### config.mk
export PLATFORM = sky130hd
export DESIGN_NAME = uart_buffered
export DESIGN_NICKNAME = d
export VERILOG_FILES = /design/src/rtl/uart_buffered_pkg.sv /design/src/rtl/uart_fifo.sv /design/src/rtl/uart_buffered.sv
export SDC_FILE = /design/constraint.sdc
export NUM_CORES = 1
export LEC_CHECK = 0
export CAP_MARGIN = 5
export CELL_PAD_IN_SITES_DETAIL_PLACEMENT = 1
export CELL_PAD_IN_SITES_GLOBAL_PLACEMENT = 1
export CORE_ASPECT_RATIO = 0.75
export CORE_UTILIZATION = 37
export CTS_BUF_LIST = sky130_fd_sc_hd__clkbuf_8
export CTS_CLUSTER_DIAMETER = 40
export DETAILED_ROUTE_END_ITERATION = 16
export PLACE_DENSITY = 0.71
export SLEW_MARGIN = 20
export SYNTH_ARGS = -nofsm -noshare
export SYNTH_HDL_FRONTEND = slang
export SYNTH_SLANG_ARGS = --single-unit
### constraint.sdc
create_clock -name clk -period 5.5 [get_ports clk]
set_clock_uncertainty 0.05 [all_clocks]
set_input_delay 1.1 -clock clk [delete_from_list [all_inputs] [get_ports clk]]
set_output_delay 1.1 -clock clk [all_outputs]
set_load 0.02 [all_outputs]
### src/rtl/uart_buffered_pkg.sv
// uart_buffered_pkg: register map, status bits, divisor floor and FSM encodings
package uart_buffered_pkg;
  localparam int BUS_W = 32;
  localparam logic [1:0] REG_DATA = 2'd0;
  localparam logic [1:0] REG_STATUS = 2'd1;
  localparam logic [1:0] REG_DIV = 2'd2;
  localparam logic [1:0] REG_IER = 2'd3;
  localparam int ST_RX_AVAIL = 0;
  localparam int ST_TX_FULL = 1;
  localparam int ST_TX_IDLE = 2;
  localparam int ST_OVERRUN = 3;
  localparam int ST_FRAME_ERR = 4;
  localparam logic [15:0] MIN_DIV = 16'd4;
  typedef enum logic [1:0] {TX_IDLE, TX_START, TX_DATA, TX_STOP} tx_state_e;
  typedef enum logic [1:0] {RX_IDLE, RX_START, RX_DATA, RX_STOP} rx_state_e;
  function automatic logic [15:0] clamp_div(input logic [15:0] d);
    return d < MIN_DIV ? MIN_DIV : d;
  endfunction
endpackage

### src/rtl/uart_fifo.sv
// uart_fifo: synchronous FIFO; a push on a full FIFO succeeds only alongside a pop
module uart_fifo
  import uart_buffered_pkg::*;
#(
  parameter int WIDTH = 8,
  parameter int DEPTH = 16
) (
  input  logic             clk,
  input  logic             rst,
  input  logic             push_i,
  input  logic             pop_i,
  input  logic [WIDTH-1:0] din_i,
  output logic [WIDTH-1:0] dout_o,
  output logic             full_o,
  output logic             empty_o
);
  localparam int AW = $clog2(DEPTH);
  logic [WIDTH-1:0] mem_q [DEPTH];
  logic [AW:0] wr_q, rd_q;
  logic do_push, do_pop;
  assign empty_o = wr_q == rd_q;
  assign full_o = (wr_q[AW] != rd_q[AW]) && (wr_q[AW-1:0] == rd_q[AW-1:0]);
  assign do_pop = pop_i && !empty_o;
  assign do_push = push_i && (!full_o || do_pop);
  assign dout_o = mem_q[rd_q[AW-1:0]];
  // pointer update; the extra MSB distinguishes full from empty
  always_ff @(posedge clk or posedge rst)
    if (rst) begin
      wr_q <= '0;
      rd_q <= '0;
    end else begin
      wr_q <= wr_q + (AW+1)'(do_push);
      rd_q <= rd_q + (AW+1)'(do_pop);
    end
  // storage write
  always_ff @(posedge clk)
    if (do_push) mem_q[wr_q[AW-1:0]] <= din_i;
endmodule

### src/rtl/uart_buffered.sv
// uart_buffered: bus-mapped UART with TX/RX FIFOs, sticky errors and interrupt
module uart_buffered
  import uart_buffered_pkg::*;
#(
  parameter int CLK_FREQ = 50000000,
  parameter int BAUD = 115200,
  parameter int DATA_BITS = 8,
  parameter int FIFO_DEPTH = 16
) (
  input  logic             clk,
  input  logic             rst,
  input  logic [BUS_W-1:0] bus_addr_i,
  input  logic [BUS_W-1:0] bus_data_i,
  output logic [BUS_W-1:0] bus_data_o,
  input  logic             bus_select_i,
  input  logic             bus_we_i,
  output logic             bus_ack_o,
  output logic             com_TxD,
  input  logic             com_RxD,
  output logic             irq_o
);
  localparam logic [15:0] RST_DIV = 16'(CLK_FREQ / BAUD);
  localparam logic [2:0] LAST = 3'(DATA_BITS - 1);
  logic [15:0] div_q;
  logic [1:0] ier_q, sel;
  logic ovr_q, ferr_q, ack_q, irq_q, txd_q, req, wr, rd, st_clr;
  logic [BUS_W-1:0] rdata_q, rdata;
  logic [4:0] status;
  logic tx_full, tx_empty, tx_pop, tx_load, tx_end, tx_idle;
  logic rx_full, rx_empty, rx_push, rx_pop, rx_end, rx_line, rx_prev;
  logic [DATA_BITS-1:0] tx_dout, rx_dout;
  tx_state_e tx_st_q, tx_st_d;
  rx_state_e rx_st_q, rx_st_d;
  logic [15:0] tx_cnt_q, tx_cnt_d, tx_div_q, tx_div_d, rx_cnt_q, rx_cnt_d, rx_div_q, rx_div_d, rx_per;
  logic [DATA_BITS-1:0] tx_sh_q, tx_sh_d, rx_sh_q, rx_sh_d;
  logic [2:0] tx_bit_q, tx_bit_d, rx_bit_q, rx_bit_d, sync_q;
  logic unused;
  assign unused = ^{bus_addr_i[BUS_W-1:4], bus_addr_i[1:0], bus_data_i[BUS_W-1:16]};
  assign sel = bus_addr_i[3:2];
  assign req = bus_select_i && !ack_q;
  assign wr = req && bus_we_i;
  assign rd = req && !bus_we_i;
  assign rx_pop = rd && sel == REG_DATA;
  assign st_clr = rd && sel == REG_STATUS;
  assign tx_idle = tx_empty && tx_st_q == TX_IDLE;
  assign status = {ferr_q, ovr_q, tx_idle, tx_full, !rx_empty};
  assign rdata = sel == REG_DATA ? (rx_empty ? '0 : BUS_W'(rx_dout)) :
                 sel == REG_STATUS ? BUS_W'(status) :
                 sel == REG_DIV ? BUS_W'(div_q) : BUS_W'(ier_q);
  assign bus_ack_o = ack_q;
  assign bus_data_o = rdata_q;
  assign irq_o = irq_q;
  assign com_TxD = txd_q;
  assign rx_line = sync_q[1];
  assign rx_prev = sync_q[2];
  uart_fifo #(.WIDTH(DATA_BITS), .DEPTH(FIFO_DEPTH)) u_tx_fifo (
    .clk(clk), .rst(rst), .push_i(wr && sel == REG_DATA), .pop_i(tx_pop),
    .din_i(bus_data_i[DATA_BITS-1:0]), .dout_o(tx_dout), .full_o(tx_full), .empty_o(tx_empty)
  );
  uart_fifo #(.WIDTH(DATA_BITS), .DEPTH(FIFO_DEPTH)) u_rx_fifo (
    .clk(clk), .rst(rst), .push_i(rx_push), .pop_i(rx_pop),
    .din_i(rx_sh_q), .dout_o(rx_dout), .full_o(rx_full), .empty_o(rx_empty)
  );
  // bus handshake, register file, sticky flags and interrupt
  always_ff @(posedge clk or posedge rst)
    if (rst) begin
      ack_q <= 1'b0;
      rdata_q <= '0;
      div_q <= RST_DIV;
      ier_q <= '0;
      ovr_q <= 1'b0;
      ferr_q <= 1'b0;
      irq_q <= 1'b0;
    end else begin
      ack_q <= req;
      rdata_q <= rd ? rdata : '0;
      if (wr && sel == REG_DIV) div_q <= clamp_div(bus_data_i[15:0]);
      if (wr && sel == REG_IER) ier_q <= bus_data_i[1:0];
      ovr_q <= (ovr_q && !st_clr) || (rx_push && rx_full && !rx_pop);
      ferr_q <= (ferr_q && !st_clr) || (rx_push && !rx_line);
      irq_q <= (ier_q[0] && !rx_empty) || (ier_q[1] && tx_idle);
    end
  // FSM state registers, line output register and RX synchronizer
  always_ff @(posedge clk or posedge rst)
    if (rst) begin
      tx_st_q <= TX_IDLE;
      tx_cnt_q <= '0;
      tx_div_q <= RST_DIV;
      tx_sh_q <= '0;
      tx_bit_q <= '0;
      txd_q <= 1'b1;
      rx_st_q <= RX_IDLE;
      rx_cnt_q <= '0;
      rx_div_q <= RST_DIV;
      rx_sh_q <= '0;
      rx_bit_q <= '0;
      sync_q <= '1;
    end else begin
      tx_st_q <= tx_st_d;
      tx_cnt_q <= tx_cnt_d;
      tx_div_q <= tx_div_d;
      tx_sh_q <= tx_sh_d;
      tx_bit_q <= tx_bit_d;
      txd_q <= tx_st_q == TX_START ? 1'b0 : tx_st_q == TX_DATA ? tx_sh_q[0] : 1'b1;
      rx_st_q <= rx_st_d;
      rx_cnt_q <= rx_cnt_d;
      rx_div_q <= rx_div_d;
      rx_sh_q <= rx_sh_d;
      rx_bit_q <= rx_bit_d;
      sync_q <= {sync_q[1:0], com_RxD};
    end
  // TX sequencing; a new frame loads from IDLE or straight out of STOP
  always_comb begin
    tx_end = tx_cnt_q == tx_div_q - 16'd1;
    tx_load = !tx_empty && (tx_st_q == TX_IDLE || (tx_st_q == TX_STOP && tx_end));
    tx_st_d = tx_st_q;
    tx_cnt_d = tx_end ? '0 : tx_cnt_q + 16'd1;
    tx_div_d = tx_div_q;
    tx_sh_d = tx_sh_q;
    tx_bit_d = tx_bit_q;
    tx_pop = 1'b0;
    case (tx_st_q)
      TX_IDLE: tx_cnt_d = '0;
      TX_START: if (tx_end) begin
        tx_bit_d = '0;
        tx_st_d = TX_DATA;
      end
      TX_DATA: if (tx_end) begin
        tx_sh_d = tx_sh_q >> 1;
        tx_bit_d = tx_bit_q + 3'd1;
        tx_st_d = tx_bit_q == LAST ? TX_STOP : TX_DATA;
      end
      default: if (tx_end) tx_st_d = TX_IDLE;
    endcase
    if (tx_load) begin
      tx_pop = 1'b1;
      tx_st_d = TX_START;
      tx_cnt_d = '0;
      tx_div_d = div_q;
      tx_sh_d = tx_dout;
    end
  end
  // RX sequencing: half-period to mid start bit, then one sample per period
  always_comb begin
    rx_per = rx_st_q == RX_START ? {1'b0, rx_div_q[15:1]} : rx_div_q;
    rx_end = rx_cnt_q == rx_per - 16'd1;
    rx_st_d = rx_st_q;
    rx_cnt_d = rx_end ? '0 : rx_cnt_q + 16'd1;
    rx_div_d = rx_div_q;
    rx_sh_d = rx_sh_q;
    rx_bit_d = rx_bit_q;
    rx_push = 1'b0;
    case (rx_st_q)
      RX_IDLE: begin
        rx_cnt_d = '0;
        if (rx_prev && !rx_line) begin
          rx_st_d = RX_START;
          rx_div_d = div_q;
        end
      end
      RX_START: if (rx_end) begin
        rx_bit_d = '0;
        rx_st_d = rx_line ? RX_IDLE : RX_DATA;
      end
      RX_DATA: if (rx_end) begin
        rx_sh_d = {rx_line, rx_sh_q[DATA_BITS-1:1]};
        rx_bit_d = rx_bit_q + 3'd1;
        rx_st_d = rx_bit_q == LAST ? RX_STOP : RX_DATA;
      end
      default: if (rx_end) begin
        rx_push = 1'b1;
        rx_st_d = RX_IDLE;
      end
    endcase
  end
endmodule

==> run_results.csv, run 1 <==
group,metric,value,unit
sta,setup_viol,0,
yosys,synthDistinctLibCells,71,
sta,hold_viol,0,
hold_path,hold_class,"register to register",
floorplanning,start_util,0.3761,
yosys,synthCells,1138,
global_route,antenna_found_initial,1,
worst_setup_path,worstSetupPathType,"register to register",
floorplanning,die_h,192.3,microns
worst_setup_path,setup.worst_path.start_class,"register",
worst_setup_path,end_kind,"register",
final_layout,insertedDiodeCount,0,
floorplanning,rows,69,
yosys,synth_edf_count,256,
yosys,synth.most_common_cell,"edfxtp_1",
yosys,ys_warn_count,0,
clock_tree,clock_latency,620,ps
yosys,ys.flop_type,"edfxtp_1",
pwr,p_leak,7.466,nW
yosys,syn_avg_cell_area,15.69,sq um
routing,detail_route.wl_per_cell,20.72,microns
pwr,powerDensity,443.9,nW/um^2
final_layout,fin_util,0.4321,
routing,ant_nets,0,
yosys,yosys.area.top_type,"edfxtp_1",
hold_path,holdCritStartpoint,"sync_q[0]",
worst_setup_path,r2r_slack,870,ps
yosys,synth_commonest_cells,"256 x edfxtp_1, 133 x dfrtp_1, 80 x mux4_2, 67 x mux2_2, 64 x xnor2_1",
worst_setup_path,critPathMaxStageDelay,880,ps
worst_setup_path,cp.required,5760,ps
global_route,overflow,0,
clock_tree,clk_pin_slew,60,ps
yosys,ys_async_sr_fraction,0.3725,
clock_tree,post-cts-setup-buffers,0,
sta,final_max_slew_viol_count,0,
routing,wl,40.07,mm
worst_setup_path,slowest_stage,"or4_1",
clock_tree,clockBufferDepth,3,
sta,relSlewSlack,0.3722,
routing,viasPerCell,5.181,
yosys,ys_seq_area_frac,0.6448,
clock_tree,cts_hold_buf,0,
clock_tree,cts_buffers,69,
floorplanning,ios,104,
global_route,grt_pass1_wl,62.39,mm
routing,drtIter0Drc,589,
worst_setup_path,cp_cell_sequence,"nor2b_1 > mux2i_1 > ha_1 > nand2b_1 > o311ai_0 > o31ai_1 > xnor2_1 > o2111ai_1 > a2111o_1 > or4_1 > nor4_1 > buf_4",
global_route,first_global_vias,10670,
yosys,ys_ff_latch,408,
sta,setup_slack,867.7,ps
routing,drc,0,
yosys,syn_area,17860,sq um
routing,first_pass_iters,6,
hold_path,hold_path_end,"sync_q[1]",
yosys,synth_top_area_share,0.4305,
worst_setup_path,r2r_cells,12,
clock_tree,cts_tree,"yes",
placed_design,place_hpwl,26.95,mm
clock_tree,cts_resized,0,
placed_design,place.gp.congestion,0.7860,
placed_design,port-buffer-count,41,
yosys,synthTopCellsByArea,"edfxtp_1 43%, dfrtp_1 19%, mux4_2 10%",
sta,holdWs,309.0,ps
sta,clock.fmax,215.9,MHz
worst_setup_path,reg2reg_to,"u_rx_fifo.mem_q[3][7]",
clock_tree,cts.sinks,408,
worst_setup_path,r2r-start,"rx_st_q[1]",
clock_tree,htree_levels,3,
sta,worst_slew_pin_slew,937.3,ps
floorplanning,die_area,49160,sq um
final_layout,syn2layout_area_growth,14.90,%
routing,vias,10021,
final_layout,fin_nets,1333,
sta,period_needed,4632,ps
hold_path,hold_depth,0,
global_route,grt_start_max_net_pins,95,
global_route,grt_usage,0.1668,
final_layout,drive_gt1_frac,0.2556,
outcome,run_status,"finished clean",
clock_tree,cts_root_buffer,"clkbuf_8",
placed_design,dp_slack,846.4,ps
floorplanning,core,47480,sq um
floorplanning,die_w,255.7,microns
sta,fin_tns_setup,0,ps
worst_setup_path,cp_max_fo,17,
sta,rsz0062_at_grt,"no",
pwr,vdd_drop_max,0.2145,mV
sta,timing.final.crit_share,0.8422,
run,drv_cap,0,
worst_setup_path,cp.arrival,4900,ps
==> state kept, by name, summed over array words and instances (netlist names), 2 cells and up <==
register	cells
u_rx_fifo.mem_q	128
u_tx_fifo.mem_q	128
bus_data_o	16
div_q	16
rx_cnt_q	16
rx_div_q	16
tx_cnt_q	16
tx_div_q	16
rx_sh_q	8
tx_sh_q	8
u_rx_fifo.rd_q	5
u_rx_fifo.wr_q	5
u_tx_fifo.rd_q	5
u_tx_fifo.wr_q	5
rx_bit_q	3
sync_q	3
tx_bit_q	3
ier_q	2
rx_st_q	2
tx_st_q	2
==> worst max-delay path, delay by kind of cell (launching register included) <==
kind            cells  cell delay (ps)
xor+xnor            1              150
buf+inv             1              250
simple gates        4             1800
compound gates      4             1140
fa+ha+maj           1              240
mux                 1              330
flops               1              380
==> how the worst max path moves through the flow <==
stage / cells past startpoint / end / startpoint / slack (ps)
floorplan: 1 / bus_ack_o / rst / 290
global placement: 12 / u_rx_fifo.mem_q[4][6] / rx_st_q[1] / 1030
detailed placement: 12 / u_rx_fifo.mem_q[3][7] / rx_st_q[1] / 850
CTS: 12 / u_rx_fifo.mem_q[3][7] / rx_st_q[1] / 820
global route: 14 / u_rx_fifo.wr_q[4] / rx_st_q[1] / 510
finish: 12 / u_rx_fifo.mem_q[3][7] / rx_st_q[1] / 870
==> cell usage in the layout (no fill, tap or decap), types with 39 or more instances in the layout <==
master	Yosys	routed
buf_4	16	52
clkbuf_8	0	79
clkdlybuf4s50_1	0	41
dfrtp_1	133	131
edfxtp_1	256	256
mux2_2	67	67
mux4_2	80	80
nand3_1	39	39
nor2_1	58	58
xnor2_1	64	64
==> routing by layer <==
layer | up-vias | routed length, microns | global-route usage
li1 | 4548 | - | -
met1 | 5203 | 18870 | 0.2342
met2 | 193 | 18580 | 0.2613
met3 | 77 | 1798 | 0.03402
met4 | 0 | 822 | 0.05228
met5 | - | 0 | 0
==> final cells by class <==
type                       instances  area, sq um
clock buffer                      79         1087
clock inverter                    43        247.7
fill                            4766        26960
inverter                          20        80.08
multi-input combinational        652         5986
sequential                       408        11520
tap                              639        799.5
timing repair buffer              93        800.8
==> per-stage QoR <==
stage / cell area [sq um] / power (mW) / std cells
final: 20520 / 9.108 / 1934
after CTS: 20520 / 9.236 / 1934
after global routing: 20520 / 9.608 / 1934
after detailed placement: 19180 / 6.567 / 1812
after floorplan: 17910 / 5.849 / 1153
after global placement: 19180 / 6.482 / 1812
==> report_power, final <==
group / switching (mW) / internal [mW]
registers: 0.449 / 3.56
logic: 1.23 / 1.25
clock network: 1.24 / 1.38
total: 2.92 / 6.19
==> cell families after synthesis <==
| logic type | count (synthesis) | share of synthesized area |
|---|---|---|
| adders and majority gates | 20 | 0.01401 |
| other | 1 | 0.0002100 |
| xor gates and xnor gates | 96 | 0.04785 |
| AOI/OAI and AO/OA | 84 | 0.03531 |
| buffers and inverters | 93 | 0.02396 |
| DFF | 408 | 0.6448 |
| and+or+nand+nor | 272 | 0.08099 |
| muxes | 164 | 0.1529 |
Note: power is estimated with default switching activity, not from simulation.
==> inputs of run 2 (changes only) <==
--- a/config.mk
+++ b/config.mk
@@ -13,7 +13,7 @@
 export CTS_BUF_LIST = sky130_fd_sc_hd__clkbuf_8
 export CTS_CLUSTER_DIAMETER = 40
 export DETAILED_ROUTE_END_ITERATION = 16
-export PLACE_DENSITY = 0.71
+export PLACE_DENSITY = 0.68
 export SLEW_MARGIN = 20
 export SYNTH_ARGS = -nofsm -noshare
 export SYNTH_HDL_FRONTEND = slang
==> constraint.sdc (replaced) <==
create_clock -name clk -period 4.3 [get_ports clk]
set_clock_uncertainty 0.05 [all_clocks]
set_input_delay 0.86 -clock clk [delete_from_list [all_inputs] [get_ports clk]]
set_output_delay 0.86 -clock clk [all_outputs]
set_load 0.02 [all_outputs]
==> run_results.csv, run 2 (synthesis gave the netlist of run 1 again) <==
group,metric,value,unit
floorplanning,die_h,192.3,microns
global_route,overflow,0,
worst_setup_path,worstSetupPathType,"register to register",
clock_tree,cts_buffers,69,
sta,setup_viol,0,
clock_tree,clk_pin_slew,70,ps
global_route,grt_usage,0.1742,
final_layout,insertedDiodeCount,0,
run,drv_cap,0,
worst_setup_path,crit_top_cell,"buf_4",
outcome,run_status,"finished clean",
final_layout,fin_nets,1355,
final_layout,final_common_cell,"edfxtp_1",
final_layout,nFillCells,4729,
global_route,first_global_vias,10714,
hold_path,hold_class,"register to register",
worst_setup_path,slowest_stage,"or4_1",
final_layout,layout_common_cells,"256 x edfxtp_1, 131 x dfrtp_1, 80 x mux4_2",
sta,period_needed,4087,ps
routing,viasPerCell,5.212,
worst_setup_path,setup.worst_path.start_class,"register",
routing,wl,41.41,mm
floorplanning,rows,69,
clock_tree,cts_tree,"yes",
pwr,p_leak,7.635,nW
placed_design,place_hpwl,27.56,mm
clock_tree,htree_levels,3,
worst_setup_path,cp_cell_sequence,"buf_4 > nand2b_2 > buf_4 > a2111oi_4 > buf_4 > a211o_1 > or3_1 > a2111o_1 > or4_1 > buf_4 > inv_1 > ha_1 > ha_1 > nand3_1 > xnor2_1",
clock_tree,cts.sinks,408,
global_route,antenna_found_initial,1,
worst_setup_path,critPathMaxStageDelay,530,ps
worst_setup_path,cp_max_fo,17,
floorplanning,die_area,49160,sq um
clock_tree,cts_root_buffer,"clkbuf_8",
clock_tree,clock_latency,630,ps
pwr,powerDensity,575.5,nW/um^2
pwr,vdd_drop_max,0.3307,mV
final_layout,instances_no_fill,1958,
routing,drtIter0Drc,734,
final_layout,syn2layout_area_growth,16.92,%
floorplanning,core,47480,sq um
sta,worst_slew_pin_slew,1108,ps
sta,clock.fmax,244.7,MHz
routing,detail_route.wl_per_cell,21.15,microns
worst_setup_path,cp.arrival,4550,ps
worst_setup_path,cp.required,4770,ps
global_route,grt_pass1_wl,64.96,mm
final_layout,drive_gt1_frac,0.2805,
routing,first_pass_iters,5,
sta,final_max_slew_viol_count,0,
worst_setup_path,end_kind,"register",
routing,vias,10206,
routing,drc,0,
routing,ant_nets,0,
sta,timing.final.crit_share,0.9504,
worst_setup_path,critPathBufInv,5,
clock_tree,clockBufferDepth,3,
placed_design,place.gp.congestion,0.7621,
floorplanning,die_w,255.7,microns
floorplanning,start_util,0.3761,
worst_setup_path,critPathTopFamily,"simple AND/OR/NAND/NOR gates",
sta,holdWs,307.6,ps
floorplanning,ios,104,
placed_design,port-buffer-count,41,
global_route,grt_start_max_net_pins,44,
placed_design,place_inst,1829,
sta,relSlewSlack,0.2547,
sta,hold_viol,0,
## run 2: final cells by class
class,count,area (sq um),area share
Clock inverter,49,400.4,0.01918
Timing Repair Buffer,115,991.0,0.04746
Tap cell,639,799.5,0.03829
Sequential cell,408,11520,0.5516
Multi-Input combinational cell,652,6061,0.2903
Clock buffer,75,1032,0.04944
Inverter,20,78.83,0.003775
## run 2: final timing paths
path	to	start	slack, ps	cells after the start
max reg2reg	u_rx_fifo.wr_q[4]	rx_st_q[1]	210	15
max in group asynchronous	com_TxD	rst	2620	3
min reg2reg	sync_q[1]	sync_q[0]	310	0
min	sync_q[1]	sync_q[0]	310	0
max	u_rx_fifo.wr_q[4]	rx_st_q[1]	210	15
min in group asynchronous	rx_div_q[12]	rst	730	2
## run 2: power breakdown
group,internal (mW),switching [mW],leakage (nW),total (mW)
Combinational,1.66,1.57,2.61,3.23
Clock,1.99,1.63,0.803,3.62
Sequential,4.55,0.610,4.23,5.16
Total,8.20,3.81,7.63,12.0
## run 2: per-stage QoR
stage	utilization	power [mW]	setup WS [ps]	setup TNS [ps]	area, sq um
floorplan	-	7.482	-245.0	-11780	17960
CTS	0.4382	12.12	46.07	0	20810
global route	0.4397	12.69	-12.45	-69.59	20880
detailed placement	0.4080	8.443	70.21	0	19370
global placement	0.4080	8.342	74.83	0	19370
finish	0.4397	12.02	213.1	0	20880
## run 2: repair_timing
item | in CTS | in global routing
endpoints found under the hold margin | 0 | 0
hold buffers | 0 | 0
buffers inserted | 0 | 5
resized for setup | 0 | 10
setup endpoints to repair | 0 | 132
## run 2: layer usage
metal	vias up	GRT usage	share of wire
met5	-	0	0.00027
met4	2	0.05343	0.021
met3	69	0.03756	0.051
met2	204	0.2624	0.45
met1	5341	0.2524	0.48
li1	4590	-	-
==> inputs of run 3 (changes only) <==
--- a/config.mk
+++ b/config.mk
@@ -9,11 +9,11 @@
 export CELL_PAD_IN_SITES_DETAIL_PLACEMENT = 1
 export CELL_PAD_IN_SITES_GLOBAL_PLACEMENT = 1
 export CORE_ASPECT_RATIO = 0.75
-export CORE_UTILIZATION = 37
+export CORE_UTILIZATION = 50
 export CTS_BUF_LIST = sky130_fd_sc_hd__clkbuf_8
 export CTS_CLUSTER_DIAMETER = 40
 export DETAILED_ROUTE_END_ITERATION = 16
-export PLACE_DENSITY = 0.68
+export PLACE_DENSITY = 0.86
 export SLEW_MARGIN = 20
 export SYNTH_ARGS = -nofsm -noshare
 export SYNTH_HDL_FRONTEND = slang
==> run_results.csv, run 3 (synthesis gave the netlist of run 1 again) <==
group,metric,value,unit
outcome,violations,"DRC",
worst_setup_path,end_kind,"register",
placed_design,port-buffer-count,41,
routing,first_pass_iters,10,
floorplanning,die_w,220.2,microns
routing,wl,44.66,mm
final_layout,drive_gt1_frac,0.2760,
floorplanning,die_h,165.7,microns
pwr,vdd_drop_max,0.2922,mV
sta,final_max_slew_viol_count,0,
routing,drc,7,
global_route,overflow,0,
final_layout,design_area,20570,sq um
floorplanning,rows,59,
sta,timing.final.crit_share,0.9704,
clock_tree,htree_levels,3,
worst_setup_path,setup.worst_path.start_class,"register",
global_route,antenna_found_initial,0,
placed_design,place_hpwl,28.41,mm
final_layout,instances_no_fill,1772,
floorplanning,start_util,0.5114,
final_layout,layout_common_cells,"256 x edfxtp_1, 131 x dfrtp_1, 80 x mux4_2",
clock_tree,clockBufferDepth,3,
floorplanning,core,34920,sq um
worst_setup_path,cp.arrival,4440,ps
run,drv_cap,0,
clock_tree,cts_root_buffer,"clkbuf_8",
clock_tree,cts.sinks,408,
global_route,grt_usage,0.2484,
final_layout,insertedDiodeCount,0,
final_layout,fin_nets,1352,
global_route,grt_pass1_wl,67.76,mm
placed_design,place_area,19080,sq um
clock_tree,cts_tree,"yes",
clock_tree,clock_latency,630,ps
placed_design,place_inst,1640,
routing,vias,10662,
floorplanning,ios,104,
final_layout,syn2layout_area_growth,15.18,%
sta,clock.fmax,239.7,MHz
sta,setup_viol,0,
floorplanning,die_area,36480,sq um
hold_path,hold_class,"register to register",
sta,relSlewSlack,0.3612,
pwr,p_leak,7.593,nW
routing,viasPerCell,6.017,
outcome,run_status,"complete, but fails checks",
worst_setup_path,worstSetupPathType,"register to register",
placed_design,place.gp.congestion,0.8190,
routing,detail_route.wl_per_cell,25.21,microns
routing,drtIter0Drc,996,
final_layout,fin_util,0.5891,
global_route,first_global_vias,11285,
pwr,powerDensity,581.5,nW/um^2
sta,hold_viol,0,
sta,period_needed,4173,ps
global_route,grt_start_max_net_pins,77,
final_layout,final_common_cell,"edfxtp_1",
worst_setup_path,cp.required,4570,ps
clock_tree,cts_buffers,67,
sta,worst_slew_pin_slew,934.1,ps
worst_setup_path,cp_max_fo,8,
routing,ant_nets,0,
clock_tree,clk_pin_slew,60,ps
==> run 3: through the flow <==
| step | total power [mW] | hold slack [ps] | worst slack, ps | TNS, ps |
|---|---|---|---|---|
| final | 11.96 | 315.6 | 127.4 | 0 |
| after global routing | 12.49 | 319.1 | -77.92 | -3515 |
| after CTS | 11.93 | 313.4 | 2.500 | 0 |
| after detailed placement | 8.435 | 304.1 | -62.66 | -312.2 |
| after global placement | 8.239 | 297.4 | 121.7 | 0 |
| after floorplan | 7.482 | 295.2 | -245.0 | -11780 |
==> run 3: worst paths after layout <==
kind,from,to,slack (ps),depth (start not counted)
setup / recovery,tx_div_q[0],u_tx_fifo.mem_q[13][6],130,13
hold / removal,sync_q[0],sync_q[1],320,0
setup reg to reg,tx_div_q[0],u_tx_fifo.mem_q[13][6],130,13
hold reg to reg,sync_q[0],sync_q[1],320,0
max in group asynchronous,rst,rx_cnt_q[1],2990,3
min in group asynchronous,rst,rx_div_q[15],460,2
==> run 3: metal layers <==
metal | GRT usage | part of all wire
met3 | 0.05289 | 0.066
met4 | 0.07976 | 0.020
met1 | 0.3498 | 0.43
met2 | 0.3872 | 0.49
met5 | 0 | 0
==> run 3: timing repair <==
item | CTS | global route
endpoints found under the hold margin | 0 | 0
hold buffers | 0 | 0
pin swaps | 0 | 6
resized for setup | 1 | 16
setup endpoints to repair | 18 | 218
cloned | 0 | 1
setup buffers | 1 | 9
==> run 3: final cells by class <==
| type | count | area, sq um |
|---|---|---|
| multi-input cells | 653 | 6100 |
| fillers | 3238 | 14350 |
| repair buffers | 113 | 967.2 |
| clock buffers | 73 | 1005 |
| inverters | 20 | 78.83 |
| well taps | 457 | 571.8 |
| clock inverters | 48 | 330.3 |
| flip-flops and latches | 408 | 11520 |
==> run 3: critical path, stage by stage, from the launching register on <==
cell	delay [ps]
dfrtp_1	450
inv_1	110
ha_1	240
or3b_4	450
nor4_2	260
a31oi_1	50
or4_1	470
a211oi_4	350
nand3_4	170
a311o_2	520
buf_4	180
buf_4	130
nor3_1	200
buf_4	220
==> run 3: power by group <==
group	switching, mW	internal, mW	total, mW
clock	1.60	1.82	3.43
sequential	0.593	4.55	5.15
combinational	1.71	1.67	3.39
